<file path="src/rtl/imem_loader.sv">
// Boot-time program loader: assembles big-endian 16-bit words from a byte stream,
// writes them into instruction memory, verifies a payload checksum, then releases the CPU.
module imem_loader #(
  parameter int ADDR_W = 8
) (
  input  logic              clk,
  input  logic              rst,
  input  logic              start,
  input  logic [7:0]        in_data,
  input  logic              in_valid,
  output logic              in_ready,
  output logic              imem_we,
  output logic [ADDR_W-1:0] imem_addr,
  output logic [15:0]       imem_wdata,
  output logic              cpu_rst,
  output logic              done,
  output logic              error,
  output logic [1:0]        err_code,
  output logic [ADDR_W:0]   words_loaded
);

  typedef enum logic [3:0] {
    S_HDR_HI, S_HDR_LO, S_CHECK_LEN, S_W_HI, S_W_LO, S_WRITE, S_CSUM, S_DONE, S_ERROR
  } state_t;

  localparam logic [16:0]     MAX_WORDS = 17'(1) << ADDR_W;
  localparam logic [ADDR_W:0] ONE       = (ADDR_W + 1)'(1);

  state_t          state, state_next;
  logic [15:0]     len;
  logic [7:0]      sum;
  logic [7:0]      hi;
  logic [ADDR_W:0] index;
  logic            accept;
  logic            len_too_big;
  logic [15:0]     index_inc;

  assign accept      = in_valid && in_ready;
  assign len_too_big = {1'b0, len} > MAX_WORDS;
  assign index_inc   = 16'(index) + 16'd1;

  always_comb begin
    state_next = state;
    case (state)
      S_HDR_HI:    if (accept) state_next = S_HDR_LO;
      S_HDR_LO:    if (accept) state_next = S_CHECK_LEN;
      S_CHECK_LEN: begin
        if (len_too_big)    state_next = S_ERROR;
        else if (len == '0) state_next = S_CSUM;
        else                state_next = S_W_HI;
      end
      S_W_HI:      if (accept) state_next = S_W_LO;
      S_W_LO:      if (accept) state_next = S_WRITE;
      S_WRITE:     state_next = (index_inc == len) ? S_CSUM : S_W_HI;
      S_CSUM:      if (accept) state_next = (in_data == sum) ? S_DONE : S_ERROR;
      S_DONE,
      S_ERROR:     if (start) state_next = S_HDR_HI;
      default:     state_next = S_HDR_HI;
    endcase
  end

  // Status outputs are derived from the next state so they are registered yet aligned with it.
  always_ff @(posedge clk) begin
    if (rst) begin
      state        <= S_HDR_HI;
      in_ready     <= 1'b0;
      imem_we      <= 1'b0;
      imem_addr    <= '0;
      imem_wdata   <= '0;
      cpu_rst      <= 1'b1;
      done         <= 1'b0;
      error        <= 1'b0;
      err_code     <= 2'd0;
      words_loaded <= '0;
      len          <= '0;
      sum          <= '0;
      hi           <= '0;
      index        <= '0;
    end else begin
      state    <= state_next;
      in_ready <= state_next inside {S_HDR_HI, S_HDR_LO, S_W_HI, S_W_LO, S_CSUM};
      imem_we  <= (state_next == S_WRITE);
      cpu_rst  <= (state_next != S_DONE);
      done     <= (state_next == S_DONE);
      error    <= (state_next == S_ERROR);
      case (state)
        S_HDR_HI: if (accept) len[15:8] <= in_data;
        S_HDR_LO: if (accept) begin
          len[7:0] <= in_data;
          sum      <= '0;
          index    <= '0;
        end
        S_CHECK_LEN: if (len_too_big) err_code <= 2'd1;
        S_W_HI: if (accept) begin
          hi  <= in_data;
          sum <= sum + in_data;
        end
        S_W_LO: if (accept) begin
          sum        <= sum + in_data;
          imem_addr  <= index[ADDR_W-1:0];
          imem_wdata <= {hi, in_data};
        end
        S_WRITE: begin
          index        <= index + ONE;
          words_loaded <= words_loaded + ONE;
        end
        S_CSUM: if (accept && (in_data != sum)) err_code <= 2'd2;
        S_DONE,
        S_ERROR: if (start) begin
          err_code     <= 2'd0;
          words_loaded <= '0;
          sum          <= '0;
        end
        default: ;
      endcase
    end
  end

endmodule

</file>
<file path="config.mk">
export PLATFORM = sky130hd
export DESIGN_NAME = imem_loader
export DESIGN_NICKNAME = d
export VERILOG_FILES = /design/src/rtl/imem_loader.sv
export SDC_FILE = /design/constraint.sdc
export NUM_CORES = 1
export LEC_CHECK = 0
export CELL_PAD_IN_SITES_DETAIL_PLACEMENT = 0
export CELL_PAD_IN_SITES_GLOBAL_PLACEMENT = 1
export CORE_ASPECT_RATIO = 0.8
export CORE_MARGIN = 2
export CORE_UTILIZATION = 39
export CTS_BUF_LIST = sky130_fd_sc_hd__clkbuf_4 sky130_fd_sc_hd__clkbuf_8
export CTS_CLUSTER_SIZE = 20
export DETAILED_ROUTE_END_ITERATION = 10
export PLACE_DENSITY = 0.83
export SYNTH_ARGS = -nofsm -noshare
export SYNTH_HDL_FRONTEND = slang
export SYNTH_SLANG_ARGS = --single-unit
</file>
<file path="constraint.sdc">
create_clock -name clk -period 1.99 [get_ports clk]
set_clock_uncertainty 0.05 [all_clocks]
set_input_delay 0.398 -clock clk [delete_from_list [all_inputs] [get_ports clk]]
set_output_delay 0.398 -clock clk [all_outputs]
set_load 0.02 [all_outputs]
</file>
==> metrics.md, run 1 <==
| Metric | Value |
|---|---|
| Number of clock sinks | `85` |
| Top-Level Pins | `52` |
| Crit Path Max Fanout | `2` |
| Post-Layout Cell Count | `747` |
| Post-synth EDFFs | `0` |
| Final min period | `2040 ps` |
| PortBufs | `51` |
| Share of layout cells above drive strength 1 | `20.6%` |
| CP endpoint kind | `register` |
| Dpl cells | `727` |
| Synth warn | `0` |
| Synthesized Nets | `519` |
| HP Class | `input port to register` |
| Post-synth cell types | `58` |
| Rel. slew slack | `67.8%` |
| Row cnt | `33` |
| RSZ-0062 raised after global routing | `true` |
| GRT Util Overall | `20.1%` |
| Vias/cell | `5.14` |
| First-pass DRT Iterations | `4` |
| HPWL Detailed | `8170 µm` |
| Final ANT Viol Nets | `0` |
| Final setup viols | `2` |
| Largest net degree at the start of global routing | `30` |
| Initial DRC count | `165` |
| Total die area | `0.0113 mm²` |
| Remaining global-route overflow | `0` |
| Core area | `0.0102 mm²` |
| Ys async rst share | `0%` |
| Setup Total Neg Slack | `-97.0 ps` |
| Initial antenna violation count | `0` |
| Inserted Clock Buffers | `9` |
| Syn_area_per_cell | `8.19 µm²` |
| P per Cell Area | `586 mW/mm²` |
| Mapped Area | `0.00407 mm²` |
| Initial Utilization | `39.9%` |
| Worst r2r dst | `state[2]$_SDFF_PP0_` |
| Post-layout util | `54.8%` |
| Static Leak | `2.10 nW` |
| Count of pins over their slew limit | `0` |
| WS Path Type | `register to register` |
| Cells after Synth | `497` |
| CTS clk-pin slew, worst paths | `90 ps` |
| Routability Congestion | `0.888` |
| Critical path startpoint category | `register` |
| Final-stage net count | `624` |
| FF-to-FF setup slack | `-50 ps` |
| Hold endpoint | `sum[5]$_SDFFE_PP0P_` |
| Vias | `3837` |
| Power Total | `3.27 mW` |
| Post-synthesis sequential area ratio | `41.8%` |
| Setup ws final | `-53.4 ps` |
| Clock Path Buffers | `2` |
| Die X | `118 µm` |
| Violated checks | `setup timing` |
| Worst vdd ir | `0.440 mV` |
| Max Cap Violations | `0` |
| Die Ht | `95.4 µm` |
| Worst hold stages | `2` |
| H-tree Lvls | `3` |
| CTS tree | `built` |
| Syn-to-layout area delta | `37.3%` |
| # diodes | `0` |
| Fin crit share | `103%` |
| Synth Flop Type | `dfxtp_1` |
| Max Fclk | `489 MHz` |
| Routed WL | `11000 µm` |
| Worst-case hold slack | `391 ps` |
| CP required | `2230 ps` |
| Clk Latency, worst-skew pair | `350 ps` |
| Final Hold Violating Endpoints | `0` |
| Status | `finished, violations left` |
| Drc violations | `0` |
| CTS root buf | `clkbuf_8` |
| Reg2Reg Depth | `6` |
| Hold path startpoint | `rst` |
| WL per Instance | `14.7 µm` |
| R2r startpoint | `len[10]$_SDFFE_PP0P_` |
| Placed Area | `0.00518 mm²` |
| WP data arrival | `2280 ps` |
| Pre-CTS setup slack | `-637 ps` |
| Yosys reg bits | `85` |
| Least-Margin Pin Slew | `483 ps` |
| Finished Cell Area | `0.00559 mm²` |
| Vias in the first global route | `3776` |
| First-pass GRT wire length | `18200 µm` |
[kinds of logic (layout without fill, tap and decap cells)]
kind of cell,Yosys count,after routing,share of synthesized area [%]
compound gates,97,97,14.8
xor+xnor,18,18,3.87
fa+ha+maj,10,10,3.26
buf+inv,35,145,3.44
flops,85,85,41.8
mux,25,25,6.21
simple gates,227,227,26.6
[layout by cell type (no fill, tap or decap), types with 3 or more instances in the layout]
cell,count
clkbuf_8,12
buf_4,64
a22oi_1,6
ha_4,7
nand2_1,69
inv_1,11
nand4_1,9
dfxtp_1,78
nor2b_1,6
mux2i_1,23
o21ai_0,12
nor4_4,3
nor4_1,4
clkdlybuf4s50_1,43
or2_2,4
nand3b_1,7
nor2_1,72
dlygate4sd2_1,7
buf_12,3
xnor2_1,9
dfxtp_2,6
nor3_1,15
xor2_1,9
nand2b_1,9
nand3_1,9
a21oi_1,45
[power breakdown]
group / internal (mW) / switching (mW) / total, mW
clock: 0.582 / 0.628 / 1.21
combinational: 0.144 / 0.178 / 0.322
sequential: 1.72 / 0.0219 / 1.74
[cells in the mapped netlist, drive strengths merged (5+ instances only)]
master	instances	area share, %
inv	11	1.0
nor2	72	6.6
xor2	9	1.9
nand2b	9	1.4
nor3	17	2.1
mux2i	23	5.7
nand2	70	6.5
buf	6	0.77
xnor2	9	1.9
nor4	7	1.6
or2	5	0.77
ha	9	2.8
nor2b	6	0.92
a22oi	6	1.1
nand4	9	1.4
nand3b	7	1.3
nand3	11	1.4
o21ai	13	1.6
clkbuf	18	1.7
dfxtp	85	42
a21oi	48	6.0
[timing repair]
item	CTS	global route
setup buffers	1	3
gates resized for setup	26	17
setup endpoints to repair	13	17
pin swaps	12	9
hold buffers	0	0
[layer usage]
metal	routed length [µm]	GRT usage, %	vias to the layer above	part of all wire, %
met5	0	0	-	0
met4	111	4.42	0	1.0
met3	518	5.38	11	4.7
met2	4840	33.0	82	44
met1	5520	26.8	1800	50
li1	-	-	1944	-
[final cells by class]
type                    instances  area (µm²)
fillers                       962        4610
well taps                     140         175
multi-input cells             377        2420
inverters                      11        41.3
repair buffers                118        1040
clock inverters                 3        26.3
flip-flops and latches         85        1710
clock buffers                  13         173
[state kept, by name (all words and copies together), names as in the netlist]
register      cells
error             1
imem_we           1
words_loaded      9
sum               8
cpu_rst           1
state             4
err_code          2
imem_addr         8
hi                8
in_ready          1
index             9
imem_wdata       16
done              1
len              16
[critical path, cell delays in order, from the launching register on]
cell and delay, ps:
dfxtp_1 320, or4_4 560, nor4_4 270, o2111ai_1 140, a21o_1 190, a2111o_1 310, a21oi_2 140
[worst max-delay path by stage]
stage                                startpoint                  end
after floorplan           index[0]$_SDFFE_PP0P_  state[2]$_SDFF_PP0_
after global placement               in_data[1]  sum[7]$_SDFFE_PP0P_
after detailed placement             in_data[1]  in_ready$_SDFF_PP0_
after CTS                  len[10]$_SDFFE_PP0P_  state[2]$_SDFF_PP0_
after global routing       len[10]$_SDFFE_PP0P_  state[2]$_SDFF_PP0_
final                      len[10]$_SDFFE_PP0P_  state[2]$_SDFF_PP0_
Note: power is estimated with default switching activity, not from simulation.
==> run 2: changes to the inputs <==
Settings changed: PLACE_DENSITY 0.83 to 0.82.
==> run 2 against run 1 <==
  * The flow still finishes with violations (setup timing)
  * Sequential cell count did not move
  * Global-route usage is 0.43 points higher
  * Worst setup slack better by 38 ps
  * Sequential power about the same
  * Count of clock-buffer cells in the layout decreased by 3
  * Largest power group unchanged
==> metrics.md, run 2 (synthesis gave the netlist of run 1 again) <==
| Metric | Value |
|---|---|
| Power Total | `3.34 mW` |
| Routability Congestion | `0.842` |
| CTS root buf | `clkbuf_8` |
| First-pass GRT wire length | `18500 µm` |
| Final ANT Viol Nets | `0` |
| PortBufs | `51` |
| Sequential Power Share | `52.2%` |
| HP Class | `input port to register` |
| Cell Int Power | `2.47 mW` |
| CTS tree | `built` |
| Crit Path Max Fanout | `3` |
| Final setup viols | `2` |
| Most frequent cells in the layout | `dfxtp_1 (75), nor2_1 (72), nand2_1 (69), buf_4 (63), a21oi_1 (45)` |
| Largest registers | `imem_wdata x16, len x16` |
| Vias | `3849` |
| Multi-input gate area | `0.00237 mm²` |
| Filler Cell Count | `996` |
| Remaining global-route overflow | `0` |
| FF/Latch Area | `0.00171 mm²` |
| Clk Latency, worst-skew pair | `370 ps` |
| Share of layout cells above drive strength 1 | `20.5%` |
| Setup ws final | `-15.7 ps` |
| Violated checks | `setup timing` |
| Initial DRC count | `259` |
| Worst vdd ir | `0.389 mV` |
| Syn-to-layout area delta | `36.2%` |
| Number of clock sinks | `85` |
| CTS clk-pin slew, worst paths | `90 ps` |
| WL per Instance | `14.7 µm` |
| Die Ht | `95.4 µm` |
| Inserted Clock Buffers | `9` |
| Fin crit share | `101%` |
| Die X | `118 µm` |
| Status | `finished, violations left` |
| Setup Total Neg Slack | `-23.7 ps` |
| R2r startpoint | `index[4]$_SDFFE_PP0P_` |
| CP endpoint kind | `register` |
| Final min period | `2010 ps` |
| Vias/cell | `5.16` |
| Hold path startpoint | `rst` |
| Drc violations | `0` |
| # diodes | `0` |
| Final-stage net count | `623` |
| Row cnt | `33` |
| Largest net degree at the start of global routing | `52` |
| Share of power burned in combinational logic | `9.4%` |
| Rel. slew slack | `66.2%` |
| HPWL Detailed | `7970 µm` |
| Count of pins over their slew limit | `0` |
| First-pass DRT Iterations | `5` |
| Vias in the first global route | `3792` |
| WS Path Type | `register to register` |
| Final Hold Violating Endpoints | `0` |
| Max Cap Violations | `0` |
| Top-Level Pins | `52` |
| WP data arrival | `2270 ps` |
| H-tree Lvls | `3` |
| P per Cell Area | `602 mW/mm²` |
| Static Leak | `2.10 nW` |
| Least-Margin Pin Slew | `507 ps` |
| GRT Util Overall | `20.6%` |
| Clk pwr share | `38.4%` |
| Routed WL | `11000 µm` |
| Critical path startpoint category | `register` |
| Most common cell after layout, fill and taps aside | `dfxtp_1` |
| Max Fclk | `499 MHz` |
| Initial antenna violation count | `0` |
| CP required | `2250 ps` |
| Core area | `0.0102 mm²` |
| Initial Utilization | `39.9%` |
| RSZ-0062 raised after global routing | `true` |
| Net switching power | `872 µW` |
| Clock Path Buffers | `2` |
| Total die area | `0.0113 mm²` |
| Sw frac | `26.1%` |
| Setup crit start | `index[4]$_SDFFE_PP0P_` |
==> run 2: cell types whose count changed in the layout (fill, tap and decap cells not counted), sizes merged <==
cell and change:
buf -1, bufinv +1, clkbuf -3, clkdlybuf4s15 +1
clkdlybuf4s50 -1, clkinv +2, dlygate4sd2 -2, dlymetal6s2s +2
==> run 2: cell type report <==
cell class                      count  share of cell area (%)
Sequential cell                    85                    30.9
Tap cell                          140                    3.16
Clock inverter                      6                    1.26
Inverter                           11                   0.745
Multi-Input combinational cell    377                    42.8
Clock buffer                       10                    2.37
Timing Repair Buffer              117                    18.7
==> run 2: critical path, cell delays in order (launching register included) <==
cell,delay (ps)
dfxtp_2,370
nand4_1,190
or2_1,300
or4_1,500
a2111o_1,410
a21oi_2,130
==> run 2: worst paths after layout <==
| check | to | slack, ps | cells after the start |
|---|---|---|---|
| min | sum[5]$_SDFFE_PP0P_ | 380 | 2 |
| max | state[2]$_SDFF_PP0_ | -20 | 5 |
| min reg2reg | imem_addr[2]$_SDFFE_PP0P_ | 410 | 2 |
| max reg2reg | state[2]$_SDFF_PP0_ | -20 | 5 |
==> run 2: layer usage <==
metal | wire length, µm | track usage [%] | vias to the layer above | part of all wire [%]
met3 | 591 | 5.20 | 10 | 5.4
li1 | - | - | 1944 | -
met5 | 0 | 0 | - | 0
met4 | 146 | 6.22 | 0 | 1.3
met2 | 4640 | 33.0 | 101 | 42
met1 | 5600 | 27.5 | 1794 | 51
==> run 2: stage by stage <==
step	hold slack (ps)	cell area, µm²	util, %	setup WS, ps	std cells
after CTS	365	5470	53.6	-42.0	744
after floorplan	381	4090	-	2.94	497
after global placement	392	5180	50.8	-666	727
after detailed placement	399	5180	50.8	-739	727
final	380	5540	54.3	-15.7	746
after global routing	409	5540	54.3	-115	746
==> run 2: repair_timing <==
| item | 4_1_cts | 5_1_grt |
|---|---|---|
| hold buffers | 0 | 0 |
| hold endpoints to repair | 0 | 0 |
| setup buffers | 1 | 2 |
| setup endpoints to repair | 15 | 23 |
| gates resized for setup | 23 | 17 |
| pin swaps | 13 | 7 |
==> run 2: power by group through the flow <==
| stage | Clock [mW] | Combinational (mW) | Sequential (mW) |
|---|---|---|---|
| final | 1.28 | 0.313 | 1.74 |
| after CTS | 1.31 | 0.304 | 1.74 |
| after detailed placement | 0 | 0.295 | 1.78 |
| after global placement | 0 | 0.293 | 1.78 |
| after global routing | 1.39 | 0.341 | 1.75 |
| after floorplan | 0 | 0.161 | 1.78 |
